<file path="src/rtl/counter_bus_sequencer.sv">
// counter_bus_sequencer: bus-side sequencer for one 8254 counter (control word decode, CR byte loading, latch and read ordering)
// Ports:
//   global_CLK, CR_reset (async, active-high)
//   CS, WR, RD (active-low strobes), A[1:0] bus address, control_word[7:0] data byte on writes
//   count_loaded: CE has taken the CR value
//   CR_enable[1:0], load_new_count, status_register_enable, status_latch_enable: one-cycle pulses
//   OL_enable[1:0], out_count_enable[1:0], out_status_enable: levels
//   null_count, count_inhibit, rw_mode[1:0]: state
// Build option: COUNTER_READBACK_EN enables the [7:6]=11 read-back command.
module counter_bus_sequencer #(
  parameter logic [1:0] COUNTER_ID = 2'd0
) (
  input  logic       global_CLK,
  input  logic       CR_reset,
  input  logic       CS,
  input  logic       WR,
  input  logic       RD,
  input  logic [1:0] A,
  input  logic [7:0] control_word,
  input  logic       count_loaded,
  output logic [1:0] CR_enable,
  output logic       load_new_count,
  output logic [1:0] OL_enable,
  output logic       status_register_enable,
  output logic       status_latch_enable,
  output logic [1:0] out_count_enable,
  output logic       out_status_enable,
  output logic       null_count,
  output logic       count_inhibit,
  output logic [1:0] rw_mode
);
  logic       wr_prev, rd_prev, wr_ptr, rd_ptr, count_latched, status_latched;
  logic       wr_ev, rd_done, cw_hit, rd_q, nc_set;
  logic [1:0] rw_n, cre_n;
  logic       wp_n, rp_n, cl_n, sl_n, ci_n, lnc_n, sre_n, sle_n, nc_n;
  always_comb begin
    wr_ev  = wr_prev & ~WR & ~CS;
    rd_done = ~rd_prev & RD & ~CS & (A == COUNTER_ID);
    cw_hit = wr_ev && A == 2'b11 && control_word[7:6] == COUNTER_ID;
    rw_n   = rw_mode;
    wp_n   = wr_ptr;
    rp_n   = rd_ptr;
    cl_n   = count_latched;
    sl_n   = status_latched;
    ci_n   = count_inhibit;
    cre_n  = 2'b00;
    lnc_n  = 1'b0;
    sre_n  = 1'b0;
    sle_n  = 1'b0;
    nc_set = 1'b0;
    if (cw_hit && control_word[5:4] != 2'b00) begin
      rw_n   = control_word[5:4];
      sre_n  = 1'b1;
      wp_n   = 1'b0;
      rp_n   = 1'b0;
      cl_n   = 1'b0;
      sl_n   = 1'b0;
      ci_n   = 1'b0;
      nc_set = 1'b1;
    end else if (cw_hit) begin
      cl_n = 1'b1;
`ifdef COUNTER_READBACK_EN
    end else if (wr_ev && A == 2'b11 && control_word[7:6] == 2'b11 && control_word[1+COUNTER_ID]) begin
      if (!control_word[5]) cl_n = 1'b1;
      if (!control_word[4] && !status_latched) begin
        sl_n  = 1'b1;
        sle_n = 1'b1;
      end
`endif
    end else if (wr_ev && A == COUNTER_ID && rw_mode != 2'b00) begin
      if (rw_mode == 2'b11 && !wr_ptr) begin
        cre_n = 2'b01;
        ci_n  = 1'b1;
        wp_n  = 1'b1;
      end else begin
        cre_n = rw_mode == 2'b01 ? 2'b01 : 2'b10;
        lnc_n = 1'b1;
        ci_n  = 1'b0;
        wp_n  = 1'b0;
      end
    end else if (rd_done && !wr_ev) begin
      if (status_latched) sl_n = 1'b0;
      else if (rw_mode != 2'b00) begin
        if (rw_mode == 2'b11) rp_n = ~rd_ptr;
        if (rw_mode != 2'b11 || rd_ptr) cl_n = 1'b0;
      end
    end
    // a CR write (current or just issued) outranks a simultaneous CE load
    nc_n = (nc_set || cre_n != 2'b00 || CR_enable != 2'b00) ? 1'b1 : count_loaded ? 1'b0 : null_count;
  end
  always_ff @(posedge global_CLK or posedge CR_reset) begin
    if (CR_reset) begin
      wr_prev                <= 1'b1;
      rd_prev                <= 1'b1;
      wr_ptr                 <= 1'b0;
      rd_ptr                 <= 1'b0;
      count_latched          <= 1'b0;
      status_latched         <= 1'b0;
      rw_mode                <= 2'b00;
      count_inhibit          <= 1'b0;
      null_count             <= 1'b0;
      CR_enable              <= 2'b00;
      load_new_count         <= 1'b0;
      status_register_enable <= 1'b0;
      status_latch_enable    <= 1'b0;
    end else begin
      wr_prev                <= WR;
      rd_prev                <= RD;
      wr_ptr                 <= wp_n;
      rd_ptr                 <= rp_n;
      count_latched          <= cl_n;
      status_latched         <= sl_n;
      rw_mode                <= rw_n;
      count_inhibit          <= ci_n;
      null_count             <= nc_n;
      CR_enable              <= cre_n;
      load_new_count         <= lnc_n;
      status_register_enable <= sre_n;
      status_latch_enable    <= sle_n;
    end
  end
  // a simultaneous write wins the bus, so the read qualifier requires WR high
  assign rd_q              = ~CS & ~RD & WR & (A == COUNTER_ID);
  assign out_status_enable = rd_q & status_latched;
  assign out_count_enable  = (rd_q && !status_latched) ? (rw_mode == 2'b11 ? (rd_ptr ? 2'b10 : 2'b01) : rw_mode) : 2'b00;
  assign OL_enable         = count_latched ? 2'b00 : 2'b11;
endmodule

</file>
<file path="config.mk">
export PLATFORM = sky130hd
export DESIGN_NAME = counter_bus_sequencer
export DESIGN_NICKNAME = d
export VERILOG_FILES = /design/src/rtl/counter_bus_sequencer.sv
export SDC_FILE = /design/constraint.sdc
export NUM_CORES = 1
export LEC_CHECK = 0
export ABC_CLOCK_PERIOD_IN_PS = 1410
export BUFFER_PORTS_ARGS = -buffer_cell sky130_fd_sc_hd__clkbuf_2
export CAP_MARGIN = 20
export CORE_MARGIN = 3
export CORE_UTILIZATION = 39
export DETAILED_ROUTE_END_ITERATION = 8
export PLACE_DENSITY = 0.71
export RECOVER_POWER = 50
export SLEW_MARGIN = 20
export SYNTH_ARGS = -nofsm -noshare
export SYNTH_HDL_FRONTEND = slang
export SYNTH_SLANG_ARGS = --single-unit
</file>
<file path="constraint.sdc">
create_clock -name global_CLK -period 1.41 [get_ports global_CLK]
set_input_delay 0.2115 -clock global_CLK [delete_from_list [all_inputs] [get_ports global_CLK]]
set_output_delay 0.2115 -clock global_CLK [all_outputs]
set_load 0.01 [all_outputs]
</file>
### After elaboration in Yosys (flattened, before gate mapping)

Cells that the tools add are included.

| operators by class | value |
|---|---|
| equality and inequality tests | 9 |
| muxes and demuxes | 38 |
| bitwise operators | 14 |
| reductions and logical operators | 32 |

Operator list:

| operator | count |
|---|---|
| 2-to-1 mux 1 bit | 29 |
| 2-to-1 mux 2 bit | 9 |
| nonzero test 2 bit | 9 |
| AND 1 bit | 9 |
| nonzero test 3 bit | 3 |
| logical AND 1 bit | 8 |
| AND reduction 6 bit | 1 |
| inverter 1 bit | 5 |
| AND reduction 5 bit | 1 |
| equality test 2 bit (second input constant) | 2 |
| logical NOT 2 bit | 2 |
| != test 2 x 1 -> 1 bit (second input constant) | 2 |
| != test 2 bit (second input constant) | 2 |
| logical NOT 1 bit | 3 |
| logical OR 1 bit | 3 |
| != test 3 x 1 -> 1 bit (second input constant) | 1 |
| != test 3 bit (second input constant) | 1 |
| AND reduction 3 bit | 1 |
| equality test 2 x 1 -> 1 bit (second input constant) | 1 |
| AND reduction 2 bit | 1 |

| storage, ports and cells | value |
|---|---|
| flip-flop bits (word level) | 13 |
| input bits | 16 |
| output and inout bits | 14 |

### Logic depth before layout (Yosys ltp)

Gate-level depths: netlist of run 1.

| logic depth | value |
|---|---|
| word-level depth | 12 |
| mapped depth | 5 |
| gate-level depth less buffers | 4 |

### Worst setup path before layout of run 1

OpenSTA, ideal clock, no wires.

| timing | value |
|---|---|
| path kind | register to register |
| start | reg wr_prev |
| end | reg rd_ptr |
| library setup time | 0.122 ns |
| data arrival time | 1.223 ns |
| data required time | 1.288 ns |
| path slack | 0.065 ns |
| cell stages (with the launch flop) | 5 |
| buffers on the path | 0 |
| period minus slack after synthesis | 1.345 ns |
| path through | dfstp_2 > nor2b_2 > or3b_1 > nor2_2 > nor3_1 |

| on the way | value |
|---|---|
| cells in the longest elaborated chain, start to end | 7 |
| elaborated cells between the ends (all ways) | 17 |
| those cells by class | 3 x eq/ne; 1 x mux; 2 x bitwise; 11 x reduce/logical |

Ends and longest elaborated chain:

| what | line | RTL |
|---|---|---|
| start, declared | 32 | `logic wr_prev, rd_prev, wr_ptr, rd_ptr, count_latched, status_latched;` |
| start signal, assigned | 93 | `wr_prev <= 1'b1;` |
| start signal, assigned | 107 | `wr_prev <= WR;` |
| AND 1 bit (*) (2 in series) | 37 | `wr_ev = wr_prev & ~WR & ~CS;` |
| logical AND 1 bit (2 in series) | 39 | `cw_hit = wr_ev && A == 2'b11 && control_word[7:6] == COUNTER_ID;` |
| logical AND 1 bit | 51 | `if (cw_hit && control_word[5:4] != 2'b00) begin` |
| != test 2 x 1 -> 1 bit (no source line), or another cell as far along | -- |  |
| AND reduction 6 bit (no source line) | -- |  |
| end signal, assigned | 110 | `rd_ptr <= rp_n;` |
| end, declared | 32 |  |

Every way passes the cells marked *; elsewhere a longest branch is shown, timed or not.
A chain may end at the register's enable or synchronous reset.

### Worst setup path after layout of run 1

| timing | value |
|---|---|
| start | in A[1] |
| end | out out_count_enable[0] |

| on the way | value |
|---|---|
| cells in the longest elaborated chain, start to end | 4 |

Ends and longest elaborated chain:

| what | line | RTL |
|---|---|---|
| start, declared | 18 | `input logic [1:0] A,` |
| logical NOT 2 bit | 123 | `assign rd_q = ~CS & ~RD & WR & (A == COUNTER_ID);` |
| AND 1 bit | 123 |  |
| logical AND 1 bit | 125 | `assign out_count_enable = (rd_q && !status_latched) ? (rw_mode == 2'b11 ? (rd_ptr ? 2'b10 : 2'b01) : rw_mode) ...` |
| 2-to-1 mux 2 bit | 125 |  |
| end, declared | 26 | `output logic [1:0] out_count_enable,` |

No other way between the ends.

==> impl_metrics.py, run 1 <==
metrics = {
    "synthesis": {
        "ys.flop_type": "dfrtp_1",
        "synth.most_common_cell": "dfrtp_1",
        "synthDistinctLibCells": 31,
        "yosysTopAreaCellShare": 0.408,
        "syn_inst": 60,
        "synthTopCellsByArea": "dfrtp_1, dfstp_2, nand2_1",
        "synth-edff-count": 0,
        "syn_area_um2": 613,
        "yosys_warnings": 0,
        "ys_seq_elements": 12,
        "yosys.area.top_type": "dfrtp_1",
        "syn_avg_cell_area_um2": 10.2,
        "synth-seq-area-share": 0.494,
        "async_flop_share": 1.00,
        "synth_top_cells_by_count": "dfrtp_1, nand2_1, nor2_1",
    },
    "global_route": {
        "antenna_found_initial": 0,
        "grt_max_degree": 13,
        "grt.overflow.total": 0,
        "grt_first_pass_wirelength_um": 2000,
        "grt_usage": 0.136,
        "first_global_vias": 485,
    },
    "final_layout": {
        "multiInputGateArea_um2": 292,
        "final_util": 0.625,
        "antenna_cells": 0,
        "final_area_um2": 865,
        "drive_gt1_frac": 0.436,
        "synthToLayoutAreaGrowth_pct": 41.0,
        "seq_area_um2": 303,
        "fillCellCount": 120,
        "nNetsFinal": 111,
    },
    "pwr": {
        "finalPower_uw": 835,
        "leakage_uw": 0.000457,
        "powerDensity_mw_per_mm2": 966,
        "vdd_ir_drop_max_v": 0.000554,
    },
    "cts": {
        "clockBufferDepth": 2,
        "numClockSinks": 12,
        "cts_tree": "done",
        "root_buffer": "clkbuf_4",
        "cts_buffers": 3,
        "clk_transition_reported_paths_ns": 0.08,
        "h-tree-depth": 1,
        "worstSkewPairLatency_ns": 0.27,
    },
    "routing": {
        "routed_wl_um": 1310,
        "drc": 0,
        "drtIter0Drc": 10,
        "final_antenna_net_count": 0,
        "wl_per_cell_um": 12.0,
        "viasPerCell": 5.16,
        "dr.pass1.iters": 4,
        "vias": 562,
    },
    "worst_setup_path": {
        "crit_fanout": 2,
        "path_class": "in2out",
        "critPathArrivalTime_ns": 1.20,
        "crit_path_end_kind": "primary output",
        "r2r_setup_slack_ns": 0.06,
        "crit_start": "A[1]",
        "reg2reg_from": "wr_prev",
        "regToRegEndpoint": "count_latched",
        "cp-start-kind": "input port",
        "required_ns": 1.20,
        "rr_worst_depth": 5,
    },
    "floorplan": {
        "start_util": 0.443,
        "die_y_um": 45.7,
        "die_area_mm2": 0.00208,
        "core_area_mm2": 0.00138,
        "die_w_um": 45.7,
        "ios": 30,
        "rows": 13,
    },
    "outcome": {
        "outcome": "finished with violations",
        "violations": "setup timing",
    },
    "place": {
        "dp_hpwl_um": 980,
        "dpl_cell_area_um2": 768,
        "numPortBuffers": 23,
        "gp_congestion": 0.760,
    },
    "sta": {
        "final-max-slew-violation-count": 0,
        "period_needed_ns": 1.41,
        "fin_tns_setup_ns": -0.00196,
        "skew_ns": 0.00533,
        "finalSetupViolCount": 1,
        "rsz0062_at_grt": "yes",
        "whs_ns": 0.0964,
        "hold_viol": 0,
        "fmax_ghz": 0.708,
        "worst_slack_ns": -0.00196,
        "fin_crit_sh": 1.00,
    },
    "hold_path": {
        "min_from": "WR",
        "worstHoldEndpoint": "wr_prev",
        "min_path_type": "in2reg",
        "hold_depth": 1,
    },
    "run": {
        "maxCapViolations": 0,
    },
}
-- sequential cells by signal, indices dropped and copies added (netlist names) --
register	flops
CR_enable	2
rw_mode	2
count_latched	1
load_new_count	1
null_count	1
rd_prev	1
rd_ptr	1
status_register_enable	1
wr_prev	1
wr_ptr	1
-- cell families after synthesis --
| logic type | count (synthesis) | share of synthesized area |
|---|---|---|
| AND/OR/NAND/NOR | 29 | 0.312 |
| flip-flops | 12 | 0.494 |
| AO/OA/AOI/OAI | 10 | 0.118 |
| buffers and inverters | 8 | 0.0694 |
| other | 1 | 0.00612 |
-- worst max-delay path by stage --
stage	slack [ns]	end	cells past startpoint
finish	-0.002	out_count_enable[0]	6
global route	-0.04	out_count_enable[0]	6
CTS	-0.0003	out_count_enable[0]	6
detailed placement	-0.07	out_count_enable[0]	6
global placement	-0.02	out_count_enable[1]	6
floorplan	0.06	rd_ptr	4
-- worst max-delay path: stages --
cell and delay, ns:
buf_6 0.09, or2_4 0.25, nor4b_4 0.23, buf_4 0.15, and3_1 0.14, buf_2 0.12
-- where the power goes --
group / switching [uW] / total, uW / internal [uW]
Sequential: 21.1 / 393 / 372
Clock: 113 / 270 / 157
Combinational: 91.9 / 171 / 79.4
Total: 226 / 835 / 609
-- final cells by class --
class | count | area share
Multi-Input combinational cell | 41 | 0.337
Tap cell | 15 | 0.0217
Clock buffer | 4 | 0.0420
Timing Repair Buffer | 33 | 0.232
Inverter | 4 | 0.0174
Sequential cell | 12 | 0.350
-- per-layer routing --
layer | track usage | vias up | part of all wire
met5 | 0 | - | 0
met4 | 0.0526 | 0 | 0.0046
met3 | 0.0474 | 2 | 0.088
met2 | 0.223 | 23 | 0.50
met1 | 0.162 | 264 | 0.41
li1 | - | 273 | -
-- placed cells by master (no fill, tap or decap), drive strengths merged, types with 2 or more instances in the layout --
cell type and instances:
clkbuf 24, buf 12, dfrtp 10, nand2 7, nor2 7, inv 4
a211oi 2, o21ai 2, nor3 2, conb 2, dfstp 2, nor3b 2
-- metrics by stage --
step / worst slack [ns] / std cells
global route: -0.0391 / 109
floorplan: 0.0648 / 61
CTS: -0.000322 / 106
detailed placement: -0.0749 / 101
finish: -0.00196 / 109
global placement: -0.0192 / 101
-- repair_timing --
action / CTS / global route
cloned: 0 / 0
setup endpoints to repair: 4 / 4
pin swaps: 0 / 1
hold buffers: 1 / 0
endpoints found under the hold margin: 10 / 0
gates resized for setup: 2 / 5
setup buffers: 0 / 3
No activity file was read; power rests on OpenSTA's default activity.
==> run 2: changes to the inputs <==
--- a/config.mk
+++ b/config.mk
@@ -5,9 +5,10 @@
 export SDC_FILE = /design/constraint.sdc
 export NUM_CORES = 1
 export LEC_CHECK = 0
+export ABC_AREA = 1
 export ABC_CLOCK_PERIOD_IN_PS = 1410
 export BUFFER_PORTS_ARGS = -buffer_cell sky130_fd_sc_hd__clkbuf_2
-export CAP_MARGIN = 20
+export CAP_MARGIN = 15
 export CORE_MARGIN = 3
 export CORE_UTILIZATION = 39
 export DETAILED_ROUTE_END_ITERATION = 8
==> run 2 against run 1 <==
  * Hold slack lost 0.055 ns
  * The run now ends clean
  * Clock power rose by 1%
  * Clock skew fell by 0.0042 ns
  * Global-route usage rose by 0.72 points
  * Combinational power is 3% higher
  * Via count up 2.5%
==> impl_metrics.py, run 2 <==
metrics = {
    "global_route": {
        "first_global_vias": 536,
        "grt.overflow.total": 0,
        "grt_max_degree": 13,
        "grt_usage": 0.143,
        "grt_first_pass_wirelength_um": 2150,
        "antenna_found_initial": 0,
    },
    "final_layout": {
        "antenna_cells": 0,
        "reg_top3": "CR_enable: 2 flops, rw_mode: 2 flops",
        "final_common_cell": "clkbuf_2",
        "synthToLayoutAreaGrowth_pct": 34.2,
        "instances_no_fill": 125,
        "multiInputGateArea_um2": 262,
        "seq_area_um2": 305,
        "final_cell_mix": "clkbuf_2, inv_1, nand2_1",
        "drive_gt1_frac": 0.436,
        "fillCellCount": 136,
        "nNetsFinal": 127,
    },
    "cts": {
        "cts_buffers": 3,
        "worstSkewPairLatency_ns": 0.27,
        "cts_tree": "done",
        "root_buffer": "clkbuf_4",
        "clockBufferDepth": 2,
        "h-tree-depth": 1,
        "clk_transition_reported_paths_ns": 0.08,
        "numClockSinks": 12,
    },
    "synthesis": {
        "yosysTopAreaCellShare": 0.395,
        "yosys.area.top_type": "dfrtp_1",
        "synth_top_cells_by_count": "inv_1, nand2_1, dfrtp_1",
        "ys.flop_type": "dfrtp_1",
        "synth.most_common_cell": "inv_1",
        "syn_area_um2": 633,
        "syn_inst": 79,
        "synth-seq-area-share": 0.478,
        "synthDistinctLibCells": 19,
        "syn_avg_cell_area_um2": 8.01,
        "ys_seq_elements": 12,
        "async_flop_share": 1.00,
        "synthTopCellsByArea": "dfrtp_1, inv_1, nand2_1",
        "synth-edff-count": 0,
        "yosys_warnings": 0,
    },
    "routing": {
        "routed_wl_um": 1310,
        "viasPerCell": 4.61,
        "vias": 576,
        "final_antenna_net_count": 0,
        "drc": 0,
        "drtIter0Drc": 14,
        "dr.pass1.iters": 4,
        "wl_per_cell_um": 10.5,
    },
    "sta": {
        "fmax_ghz": 0.734,
        "final-max-slew-violation-count": 0,
        "period_needed_ns": 1.36,
        "skew_ns": 0.00113,
        "rsz0062_at_grt": "yes",
        "hold_viol": 0,
        "fin_crit_sh": 0.966,
        "finalSetupViolCount": 0,
    },
    "hold_path": {
        "min_path_type": "in2reg",
        "min_from": "WR",
    },
    "worst_setup_path": {
        "crit_start": "rw_mode[0]",
        "critPathArrivalTime_ns": 1.15,
        "crit_path_end_kind": "primary output",
        "cp-start-kind": "flip-flop",
        "required_ns": 1.20,
        "path_class": "reg2out",
        "reg2reg_from": "wr_prev",
        "crit_fanout": 4,
        "r2r_setup_slack_ns": 0.21,
    },
    "pwr": {
        "leakage_uw": 0.000467,
        "finalPower_uw": 842,
        "vdd_ir_drop_max_v": 0.000909,
        "powerDensity_mw_per_mm2": 991,
    },
    "place": {
        "place_inst": 116,
        "numPortBuffers": 23,
        "gp_congestion": 0.752,
        "dp_hpwl_um": 1020,
    },
    "outcome": {
        "outcome": "complete, no violations",
    },
    "floorplan": {
        "ios": 30,
        "die_area_mm2": 0.00214,
        "die_w_um": 46.3,
        "core_area_mm2": 0.00142,
        "die_y_um": 46.3,
        "rows": 13,
        "start_util": 0.447,
    },
    "run": {
        "maxCapViolations": 0,
    },
}
run 2: cell families after synthesis:
logic type | count (synthesis) | synth area share
AO/OA/AOI/OAI | 6 | 0.0514
AND/OR/NAND/NOR | 38 | 0.316
other | 1 | 0.00592
buffers and inverters | 22 | 0.148
flip-flops | 12 | 0.478
run 2: final cells by class:
type,count,share of cell area
inverters,19,0.0839
repair buffers,29,0.184
well taps,15,0.0221
multi-input cells,46,0.308
clock buffers,4,0.0427
flip-flops and latches,12,0.359
run 2: worst paths after layout:
| path | endpoint | depth (start not counted) |
|---|---|---|
| setup reg to reg | wr_ptr | 5 |
| max in group asynchronous | wr_prev | 3 |
| min in group asynchronous | rd_ptr | 3 |
| setup / recovery | out_count_enable[0] | 5 |
| hold reg to reg | null_count | 2 |
| hold / removal | wr_prev | 1 |
run 2: worst max-delay path, stage by stage, from the launching register on:
cell     delay, ns
dfrtp_2       0.41
inv_2         0.06
nor2_4        0.11
inv_2         0.05
a21oi_2       0.12
buf_2         0.14
run 2: stage by stage:
step	util	setup TNS (ns)	area (um2)	hold slack [ns]	worst slack, ns
6_report	0.600	0	850	0.0416	0.0477
5_1_grt	0.600	-0.0333	850	0.0375	-0.0333
4_1_cts	0.577	-0.00535	817	0.0347	-0.00535
3_5_place_dp	0.534	0	756	0.222	0.226
3_3_place_gp	0.534	0	756	0.221	0.240
2_1_floorplan	-	0	637	0.0748	0.317
run 2: metal layers:
layer  wire, um  GRT usage
met4          9     0.0341
met1        548      0.158
met3        122     0.0586
met2        630      0.253
met5          0          0
run 2: timing repair:
action                                  CTS  global route
pin swaps                                 0             4
endpoints found under the hold margin    10             0
resized for setup                         1            12
endpoints found under the setup margin    2             2
hold buffers                              1             0
setup buffers                             2             2
run 2: report_power, final:
| group | leakage (uW) | switching, uW | internal [uW] |
|---|---|---|---|
| sequential | 0.000153 | 18.6 | 373 |
| combinational | 0.000293 | 101 | 74.9 |
| clock | 0.0000210 | 117 | 157 |
| total | 0.000467 | 237 | 605 |
==> run 3: changes to the inputs <==
==> constraint.sdc (replaced) <==
create_clock -name global_CLK -period 1.41 [get_ports global_CLK]
set_input_delay 0.141 -clock global_CLK [delete_from_list [all_inputs] [get_ports global_CLK]]
set_output_delay 0.141 -clock global_CLK [all_outputs]
set_load 0.01 [all_outputs]
==> run 3 against run 2 <==
  * Critical path depth decreased by 2
  * Hold slack improved by 0.078 ns
  * Combinational power shrank 6%
  * Fmax increased by 4.2%
  * Critical path type unchanged
  * Largest cell class unchanged
  * Highest routed layer is now met3
==> impl_metrics.py, run 3 (synthesized netlist as in run 2, its figures left out) <==
metrics = {
    "outcome": {
        "outcome": "complete, no violations",
    },
    "worst_setup_path": {
        "regToRegEndpoint": "wr_ptr",
        "crit_path_end_kind": "primary output",
        "cp-start-kind": "flip-flop",
        "required_ns": 1.27,
        "reg2reg_from": "wr_prev",
        "crit_slowest_cell": "dfrtp_1",
        "slowest_delay_ns": 0.41,
        "path_class": "reg2out",
        "rr_worst_depth": 5,
        "critPathArrivalTime_ns": 1.17,
        "crit_buf_inv": 2,
        "crit_start": "rw_mode[1]",
        "critical-path-top-delay-family": "flip-flops",
        "crit_fanout": 4,
        "worstPathCellList": "inv_1, a211oi_1, clkbuf_2",
        "r2r_setup_slack_ns": 0.22,
    },
    "floorplan": {
        "die_w_um": 46.3,
        "core_area_mm2": 0.00142,
        "die_area_mm2": 0.00214,
        "start_util": 0.447,
        "ios": 30,
        "rows": 13,
        "die_y_um": 46.3,
    },
    "sta": {
        "finalSetupViolCount": 0,
        "final-max-slew-violation-count": 0,
        "fin_tns_setup_ns": 0,
        "skew_ns": 0.00196,
        "fmax_ghz": 0.765,
        "period_needed_ns": 1.31,
        "hold_viol": 0,
        "fin_crit_sh": 0.928,
        "rsz0062_at_grt": "no",
    },
    "pwr": {
        "powerDensity_mw_per_mm2": 937,
        "finalPower_uw": 768,
        "leakage_uw": 0.000451,
        "vdd_ir_drop_max_v": 0.000727,
    },
    "cts": {
        "root_buffer": "clkbuf_4",
        "worstSkewPairLatency_ns": 0.27,
        "clockBufferDepth": 2,
        "numClockSinks": 12,
        "cts_tree": "done",
        "clk_transition_reported_paths_ns": 0.07,
        "cts_buffers": 3,
        "h-tree-depth": 1,
    },
    "final_layout": {
        "nNetsFinal": 126,
        "antenna_cells": 0,
        "final_cell_mix": "inv_1, clkbuf_2, nand2_1",
        "fillCellCount": 139,
        "reg_top3": "CR_enable: 2 flops, rw_mode: 2 flops",
        "synthToLayoutAreaGrowth_pct": 29.4,
        "instances_no_fill": 124,
        "drive_gt1_frac": 0.339,
    },
    "place": {
        "dp_hpwl_um": 988,
        "place_inst": 115,
        "gp_congestion": 0.750,
        "numPortBuffers": 23,
    },
    "global_route": {
        "first_global_vias": 536,
        "grt_first_pass_wirelength_um": 2150,
        "grt_max_degree": 13,
        "grt.overflow.total": 0,
        "grt_usage": 0.140,
        "antenna_found_initial": 0,
    },
    "hold_path": {
        "min_path_type": "in2reg",
        "hold_depth": 3,
        "worstHoldEndpoint": "rw_mode[0]",
        "min_from": "control_word[4]",
    },
    "routing": {
        "drtIter0Drc": 9,
        "viasPerCell": 4.57,
        "drc": 0,
        "dr.pass1.iters": 4,
        "final_antenna_net_count": 0,
        "routed_wl_um": 1250,
        "vias": 567,
        "wl_per_cell_um": 10.1,
    },
    "run": {
        "maxCapViolations": 0,
    },
}
-- run 3: cell types whose count changed in the layout (fill, tap and decap cells not counted), moves of 2 or more --
cell           change
dlygate4sd3_1      +2
clkbuf_1           +2
inv_2              -2
inv_1              +2
buf_4              -3
-- run 3: worst max path at each step --
| stage | slack [ns] | endpoint | cells after the start |
|---|---|---|---|
| after floorplan | 0.32 | wr_ptr | 5 |
| after global placement | 0.24 | wr_ptr | 5 |
| after detailed placement | 0.23 | wr_ptr | 5 |
| after CTS | 0.01 | out_count_enable[0] | 5 |
| after global routing | 0.01 | out_count_enable[0] | 5 |
| final | 0.10 | out_count_enable[1] | 3 |
-- run 3: repair_timing --
action,4_1_cts,5_1_grt
resized for setup,0,5
hold buffers,3,0
hold endpoints to repair,12,0
setup buffers,0,2
endpoints found under the setup margin,0,1
-- run 3: metrics by stage --
| stage | instance area [um2] | setup WS (ns) | utilization | hold WS, ns |
|---|---|---|---|---|
| 2_1_floorplan | 637 | 0.317 | - | 0.00427 |
| 3_3_place_gp | 748 | 0.241 | 0.529 | 0.148 |
| 3_5_place_dp | 748 | 0.228 | 0.529 | 0.146 |
| 4_1_cts | 805 | 0.0119 | 0.569 | 0.113 |
| 5_1_grt | 820 | 0.0136 | 0.579 | 0.118 |
| 6_report | 820 | 0.102 | 0.579 | 0.120 |
-- run 3: worst min-delay path, delay by kind of cell --
family,cells,cell delay (ns)
buffers and inverters,2,0.14
AOI/OAI and AO/OA,1,0.07
-- run 3: final cells by class --
type                       count  area, um2  share of cell area
inverter                      19       71.3              0.0870
multi-input combinational     46        246               0.301
clock buffer                   4       26.3              0.0321
timing repair buffer          28        153               0.186
tap                           15       18.8              0.0229
sequential                    12        304               0.371
-- run 3: routing by layer --
layer / track usage / wire, um / vias up
li1: - / - / 297
met2: 0.220 / 593 / 20
met3: 0.0586 / 111 / 0
met1: 0.177 / 547 / 250
met5: 0 / 0 / -
met4: 0.0341 / 0 / 0
-- run 3: where the power goes --
part	internal (uW)	leakage, uW	switching [uW]
logic	69.0	0.000282	96.6
registers	373	0.000154	15.4
clock network	109	0.0000150	105
total	551	0.000451	217
